===== config.mk =====
export PLATFORM = sky130hd
export DESIGN_NAME = div_sequencer
export DESIGN_NICKNAME = d
export VERILOG_FILES = /design/src/rtl/div_sequencer.sv
export SDC_FILE = /design/constraint.sdc
export NUM_CORES = 1
export LEC_CHECK = 0
export ABC_AREA = 1
export CORE_MARGIN = 3
export CORE_UTILIZATION = 54
export DETAILED_ROUTE_END_ITERATION = 8
export GPL_ROUTABILITY_DRIVEN = 0
export PLACE_DENSITY = 0.84
export SETUP_SLACK_MARGIN = 0.5
export SLEW_MARGIN = 10
export SYNTH_ARGS = -nofsm -noshare
export SYNTH_HDL_FRONTEND = slang
export SYNTH_SLANG_ARGS = --single-unit

===== constraint.sdc =====
create_clock -name clk -period 2.35 [get_ports clk]
set_input_delay 0.705 -clock clk [delete_from_list [all_inputs] [get_ports clk]]
set_output_delay 0.705 -clock clk [all_outputs]
set_load 0.02 [all_outputs]

===== src/rtl/div_sequencer.sv =====
// div_sequencer: multi-cycle sequencer for RV32M DIV/DIVU/REM/REMU.
// Runs a 32-iteration radix-2 restoring divider on operand magnitudes and
// stalls the pipeline while it works. Divide-by-zero and signed overflow are
// resolved in one cycle. The result is presented for one cycle with done.
module div_sequencer #(
    parameter int XLEN  = 32,
    parameter int CNT_W = 5
) (
    input  logic            clk,
    input  logic            rst,
    input  logic            start,
    input  logic [2:0]      func3,
    input  logic [XLEN-1:0] op_a,
    input  logic [XLEN-1:0] op_b,
    input  logic [4:0]      rd_in,
    input  logic            flush,
    output logic            busy,
    output logic            stall,
    output logic            done,
    output logic [XLEN-1:0] result,
    output logic [4:0]      rd_out
);

    typedef enum logic [1:0] {IDLE, CALC, FIX, DONE} state_t;

    state_t          state;
    logic [CNT_W-1:0] cnt;
    logic [XLEN:0]   rem_r;
    logic [XLEN-1:0] quo_r;
    logic [XLEN-1:0] div_r;
    logic            is_rem;
    logic            neg_q;
    logic            neg_r;

    logic            op_signed;
    logic            a_neg;
    logic            b_neg;
    logic [XLEN-1:0] abs_a;
    logic [XLEN-1:0] abs_b;
    logic            div_zero;
    logic            sig_ovf;
    logic [XLEN-1:0] special_val;
    logic [XLEN:0]   shifted;
    logic [XLEN:0]   trial;
    logic [XLEN-1:0] fix_val;
    logic            accept;
    logic [1:0]      unused_bits;

    // Operand conditioning: magnitudes, sign flags and single-cycle special cases
    always_comb begin
        op_signed   = ~func3[0];
        a_neg       = op_signed & op_a[XLEN-1];
        b_neg       = op_signed & op_b[XLEN-1];
        abs_a       = a_neg ? (~op_a + 1'b1) : op_a;
        abs_b       = b_neg ? (~op_b + 1'b1) : op_b;
        div_zero    = (op_b == '0);
        sig_ovf     = op_signed && (op_a == {1'b1, {(XLEN-1){1'b0}}}) && (op_b == '1);
        special_val = '0;
        if (div_zero)
            special_val = func3[1] ? op_a : '1;
        else
            special_val = func3[1] ? '0 : {1'b1, {(XLEN-1){1'b0}}};
    end

    // One restoring-division trial subtraction and the final sign fix-up
    always_comb begin
        shifted = {rem_r[XLEN-1:0], quo_r[XLEN-1]};
        trial   = shifted - {1'b0, div_r};
        fix_val = '0;
        if (is_rem)
            fix_val = neg_r ? (~rem_r[XLEN-1:0] + 1'b1) : rem_r[XLEN-1:0];
        else
            fix_val = neg_q ? (~quo_r + 1'b1) : quo_r;
    end

    // Stall from start depends only on control, never on operand values
    assign accept      = start & ~flush & (state == IDLE);
    assign stall       = accept | (state == CALC) | (state == FIX);
    assign busy        = (state != IDLE);
    assign done        = (state == DONE);
    assign unused_bits = {func3[2], rem_r[XLEN]};

    // Sequencer state, datapath registers and held result
    always_ff @(posedge clk or negedge rst) begin
        if (!rst) begin
            state  <= IDLE;
            cnt    <= '0;
            rem_r  <= '0;
            quo_r  <= '0;
            div_r  <= '0;
            is_rem <= 1'b0;
            neg_q  <= 1'b0;
            neg_r  <= 1'b0;
            result <= '0;
            rd_out <= '0;
        end else if (flush) begin
            state <= IDLE;
        end else begin
            case (state)
                IDLE: begin
                    if (start) begin
                        rd_out <= rd_in;
                        is_rem <= func3[1];
                        neg_q  <= a_neg ^ b_neg;
                        neg_r  <= a_neg;
                        quo_r  <= abs_a;
                        div_r  <= abs_b;
                        rem_r  <= '0;
                        cnt    <= '0;
                        if (div_zero || sig_ovf) begin
                            result <= special_val;
                            state  <= DONE;
                        end else begin
                            state <= CALC;
                        end
                    end
                end
                CALC: begin
                    if (!trial[XLEN])
                        rem_r <= trial;
                    else
                        rem_r <= shifted;
                    quo_r <= {quo_r[XLEN-2:0], ~trial[XLEN]};
                    if (cnt == CNT_W'(XLEN-1))
                        state <= FIX;
                    else
                        cnt <= cnt + 1'b1;
                end
                FIX: begin
                    result <= fix_val;
                    state  <= DONE;
                end
                DONE: begin
                    state <= IDLE;
                end
                default: state <= IDLE;
            endcase
        end
    end

endmodule


==> impl_metrics.ini, run 1 <==
[synthesis]
synth-edff-count = 0
syn-cell-area_um2 = 13600
ys_warn_count = 0
ys_ff_latch = 143
ys_seq_area_share_pct = 26.3
avgSynthCellArea_um2 = 5.88
yosys_most_used_dff = dfrtp_1
netlist_instances = 2314
synth_fp_nets = 2434
async_flop_share_pct = 100
synth.distinct_cells = 49

[sta]
grt_repair_worst_endpoint = rem_r[27]$_DFFE_PN0P_/D
worstEndpointType = register data pin

[placed_design]
place_area_um2 = 16800
dp_hpwl_um = 38300
port_buffers = 114

[outcome]
firstError = [ERROR GRT-0232] Routing congestion too high. Check the congestion heatmap in the GUI.
lastStage = 5_1_grt
status = did not finish

[die]
ioPinCount = 116
die_w_um = 165
initial_core_util_pct = 55.5
die-height_um = 165
row_count = 57

[global_routing]
grt_max_degree = 45
grt_use_total_pct = 66.5
antenna_found_initial = 7
globalRouteOverflowTotal = 1

[clock_network]
clock_sinks = 143
ctsHoldBuffers = 0
root_buffer = clkbuf_16
cts_buffer_depth = 2
h-tree-depth = 4
cts_buffers = 17
## per-stage QoR
stage / setup WS (ns) / instances / TNS [ns] / util [%]
CTS: 0.0343 / 3026 / 0 / 78.4
detailed placement: -0.579 / 2903 / -34.18 / 68.6
global placement: -0.478 / 2903 / -27.74 / 68.6
floorplan: 0.213 / 2314 / 0 / -
## cell families after synthesis
family,count (synthesis),share of synthesized area [%]
compound gates,284,11.5
simple gates,1415,44.6
fa+ha+maj,44,4.10
xor+xnor,34,2.19
buf+inv,394,11.3
flops,143,26.3
## Yosys cell counts, types with 9 or more instances
master / number / share of area, %
nor3_1: 27 / 0.99
nand4_1: 54 / 2.5
a21oi_1: 85 / 3.1
dfrtp_1: 143 / 26
xor2_1: 24 / 1.5
buf_2: 18 / 0.66
nand3_1: 262 / 9.6
nand3b_1: 16 / 0.88
o21ai_1: 15 / 0.55
xnor2_1: 10 / 0.64
o211ai_1: 23 / 1.3
inv_1: 309 / 8.5
o22ai_1: 9 / 0.41
ha_1: 43 / 4.0
o21ai_0: 130 / 4.8
clkbuf_1: 45 / 1.2
nand2_1: 825 / 23
nor2_1: 188 / 5.2
## what timing repair did
item,in CTS
resized for setup,442
pin swaps,126
setup buffers,76
endpoints found under the setup margin,172
cloned,15
## routing by layer
| metal | overflow | track usage [%] |
|---|---|---|
| met1 | 0 | 66.0 |
| met2 | 1 | 83.2 |
| met3 | 0 | 51.4 |
| met4 | 0 | 64.7 |
| met5 | 0 | 25.4 |
==> run 2: changes to the inputs <==
- CORE_UTILIZATION: 54 -> 40
- PLACE_DENSITY: 0.84 -> not set
- PLACE_DENSITY_LB_ADDON: not set -> 0.15
- SETUP_SLACK_MARGIN: 0.5 -> not set
- clock period: 2.35 -> 3.1 ns (I/O delays scaled with it)
==> run 2 against run 1 <==
The run now ends clean. Synthesized area is the same. Synthesized cell count is the same.
==> impl_metrics.ini, run 2 <==
[outcome]
status = completed

[synthesis]
synth.distinct_cells = 49
netlist_instances = 2314
yosys.area_share.simple_pct = 44.6
synth_fp_nets = 2434
synth_area_leaders = dfrtp_1 (26%), nand2_1 (23%), nand3_1 (9.6%)
ys_ff_latch = 143
async_flop_share_pct = 100
syn-cell-area_um2 = 13600
synth.top_cell.area_share_pct = 26.3
synth_top_family_by_area = simple AND/OR/NAND/NOR gates
yosys_most_used_dff = dfrtp_1
synth.most_common_cell = nand2_1
synth-edff-count = 0
synth_compound_area_share_pct = 11.5
synth_mux_area_share_pct = 0
ys_seq_area_share_pct = 26.3
synthAdderAreaFrac_pct = 4.10
ys_warn_count = 0
synth_commonest_cells = nand2_1 (825), inv_1 (309), nand3_1 (262)
yosysTopAreaCell = dfrtp_1
avgSynthCellArea_um2 = 5.88
synth_xor_area_share_pct = 2.19

[route]
firstDrtPassIters = 8
routedWlPerCell_um = 16.8
vias_per_cell = 5.33
drt_iter0_markers = 1853
route.detailed.drc = 0
wl_um = 49400
vias = 15700
postRouteAntennaNets = 0

[setup_path]
crit_path_end_kind = output port
cp-start-kind = flip-flop
crit_buf_inv = 3
cp-startpoint = state[0]
crit_chain = inv_1, ha_1, inv_1, clkdlybuf4s50_1
cp_top_family = buffers and inverters
worst_path_most_repeated_cell = inv_1
reg2reg_from = div_r[0]
crit_type = flip-flop to output port
critical-path-max-stage-delay_ns = 0.64
critPathRequiredTime_ns = 2.17
worst_path_max_delay_cell = clkdlybuf4s50_1
cp_max_fo = 4
critPathArrivalTime_ns = 1.98

[sta]
grt_setup_unrepaired = false
worst_slew_pin_slew_ns = 0.718
final_max_slew_viol_count = 0
whs_ns = 0.381
min_period_over_period_pct = 93.8
final.min_clock_period_ns = 2.91
max_clock_freq_mhz = 344
setup_viol = 0
hold_viol = 0
relSlewSlack_pct = 52.1
finClkSkew_ns = 0.0218
setup_tns_ns = 0

[die]
core_area_um2 = 33000
row_count = 66
die_w_um = 190
initial_core_util_pct = 41.2
ioPinCount = 116
die-area_um2 = 36300
die-height_um = 190

[placed_design]
dpl.cell_count = 2906
port_buffers = 114
place_area_um2 = 15900
dp_hpwl_um = 39800

[final_layout]
antenna_cells = 0
layout-drive-gt1-share_pct = 7.69
instances_no_fill = 2938
final_util_pct = 49.9
nNetsFinal = 2603
final_cell_mix = nand2_1 (825), inv_1 (309), nand3_1 (262), nor2_1 (185), dfrtp_1 (143)
nFillCells = 3464
syn_to_final_growth_pct = 21.0
final_common_cell = nand2_1
stdcell_area_um2 = 16500

[clock_network]
cts.reportedPaths.clkPinSlew_ns = 0.08
h-tree-depth = 4
cts_buffers = 17
clock_latency_ns = 0.47
cts_tree = built
root_buffer = clkbuf_16
clock_sinks = 143
cts_buffer_depth = 2

[hold_path]
min-delay-path-class = primary input to async pin

[global_routing]
grt_max_degree = 66
globalRouteOverflowTotal = 0
antenna_found_initial = 2
first_global_vias = 14200
grt_pass1_wl_um = 77900
grt_use_total_pct = 27.2

[flow_run]
maxCapViolCount = 0

[power_and_ir_drop]
ir_drop_uv = 774
cellPowerDensity_nw_per_um2 = 808
p_leak_nw = 8.79
## run 2: worst paths after layout
| path | to | slack [ns] | depth (start not counted) |
|---|---|---|---|
| worst max-delay path | busy | 0.19 | 4 |
| worst min-delay path | div_r[1] | 0.38 | 1 |
| worst max register to register | rem_r[0] | 0.41 | 16 |
| worst min register to register | result[3] | 0.48 | 2 |
| max in group asynchronous | div_r[23] | 1.99 | 2 |
| min in group clk | result[3] | 0.48 | 2 |
## run 2: routing by layer
metal	part of all wire, %	global-route usage [%]	up-vias
met3	8.9	5.97	87
li1	-	-	7753
met1	47	40.4	7145
met5	0.047	0	-
met4	2.6	7.76	4
met2	42	39.5	677
## run 2: logic make-up (layout without fill, tap and decap cells)
group	Yosys count	count (layout)
flip-flops	143	143
XOR/XNOR	34	34
adder cells (fa/ha/maj)	44	44
buffers and inverters	394	576
AO/OA/AOI/OAI	284	284
AND/OR/NAND/NOR	1415	1415
## run 2: final cells by class
cell class                      instances  area (um2)  share of cell area [%]
Multi-Input combinational cell       1777        8520                    51.7
Sequential cell                       143        3580                    21.7
Timing Repair Buffer                  227        2060                    12.5
Inverter                              317        1190                    7.22
Tap cell                              442         553                    3.36
Clock buffer                           19         443                    2.69
Clock inverter                         13         136                   0.828
## run 2: what timing repair did
action,CTS,global route
buffers inserted,0,0
setup endpoints to repair,1,1
hold buffers,0,0
endpoints found under the hold margin,0,0
resized for setup,1,2
## run 2: through the flow
step                      power [mW]  worst slack (ns)
after floorplan                 8.24             0.376
after global placement          10.9            -0.209
after detailed placement        11.0            -0.223
after CTS                       13.2            0.0432
after global routing            14.4            0.0982
final                           13.3             0.191
## run 2: report_power, final
group	internal (mW)	switching (mW)
clock	1.21	0.913
combinational	2.65	5.37
sequential	2.56	0.607
## run 2: worst register-to-register path: cells and delay by family (launching register included)
| kind | cells | cell delay (ns) |
|---|---|---|
| flip-flops | 1 | 0.46 |
| adder cells (fa/ha/maj) | 2 | 0.68 |
| AND/OR/NAND/NOR | 13 | 1.30 |
| buffers and inverters | 1 | 0.14 |
No activity file was read; power rests on OpenSTA's default activity.
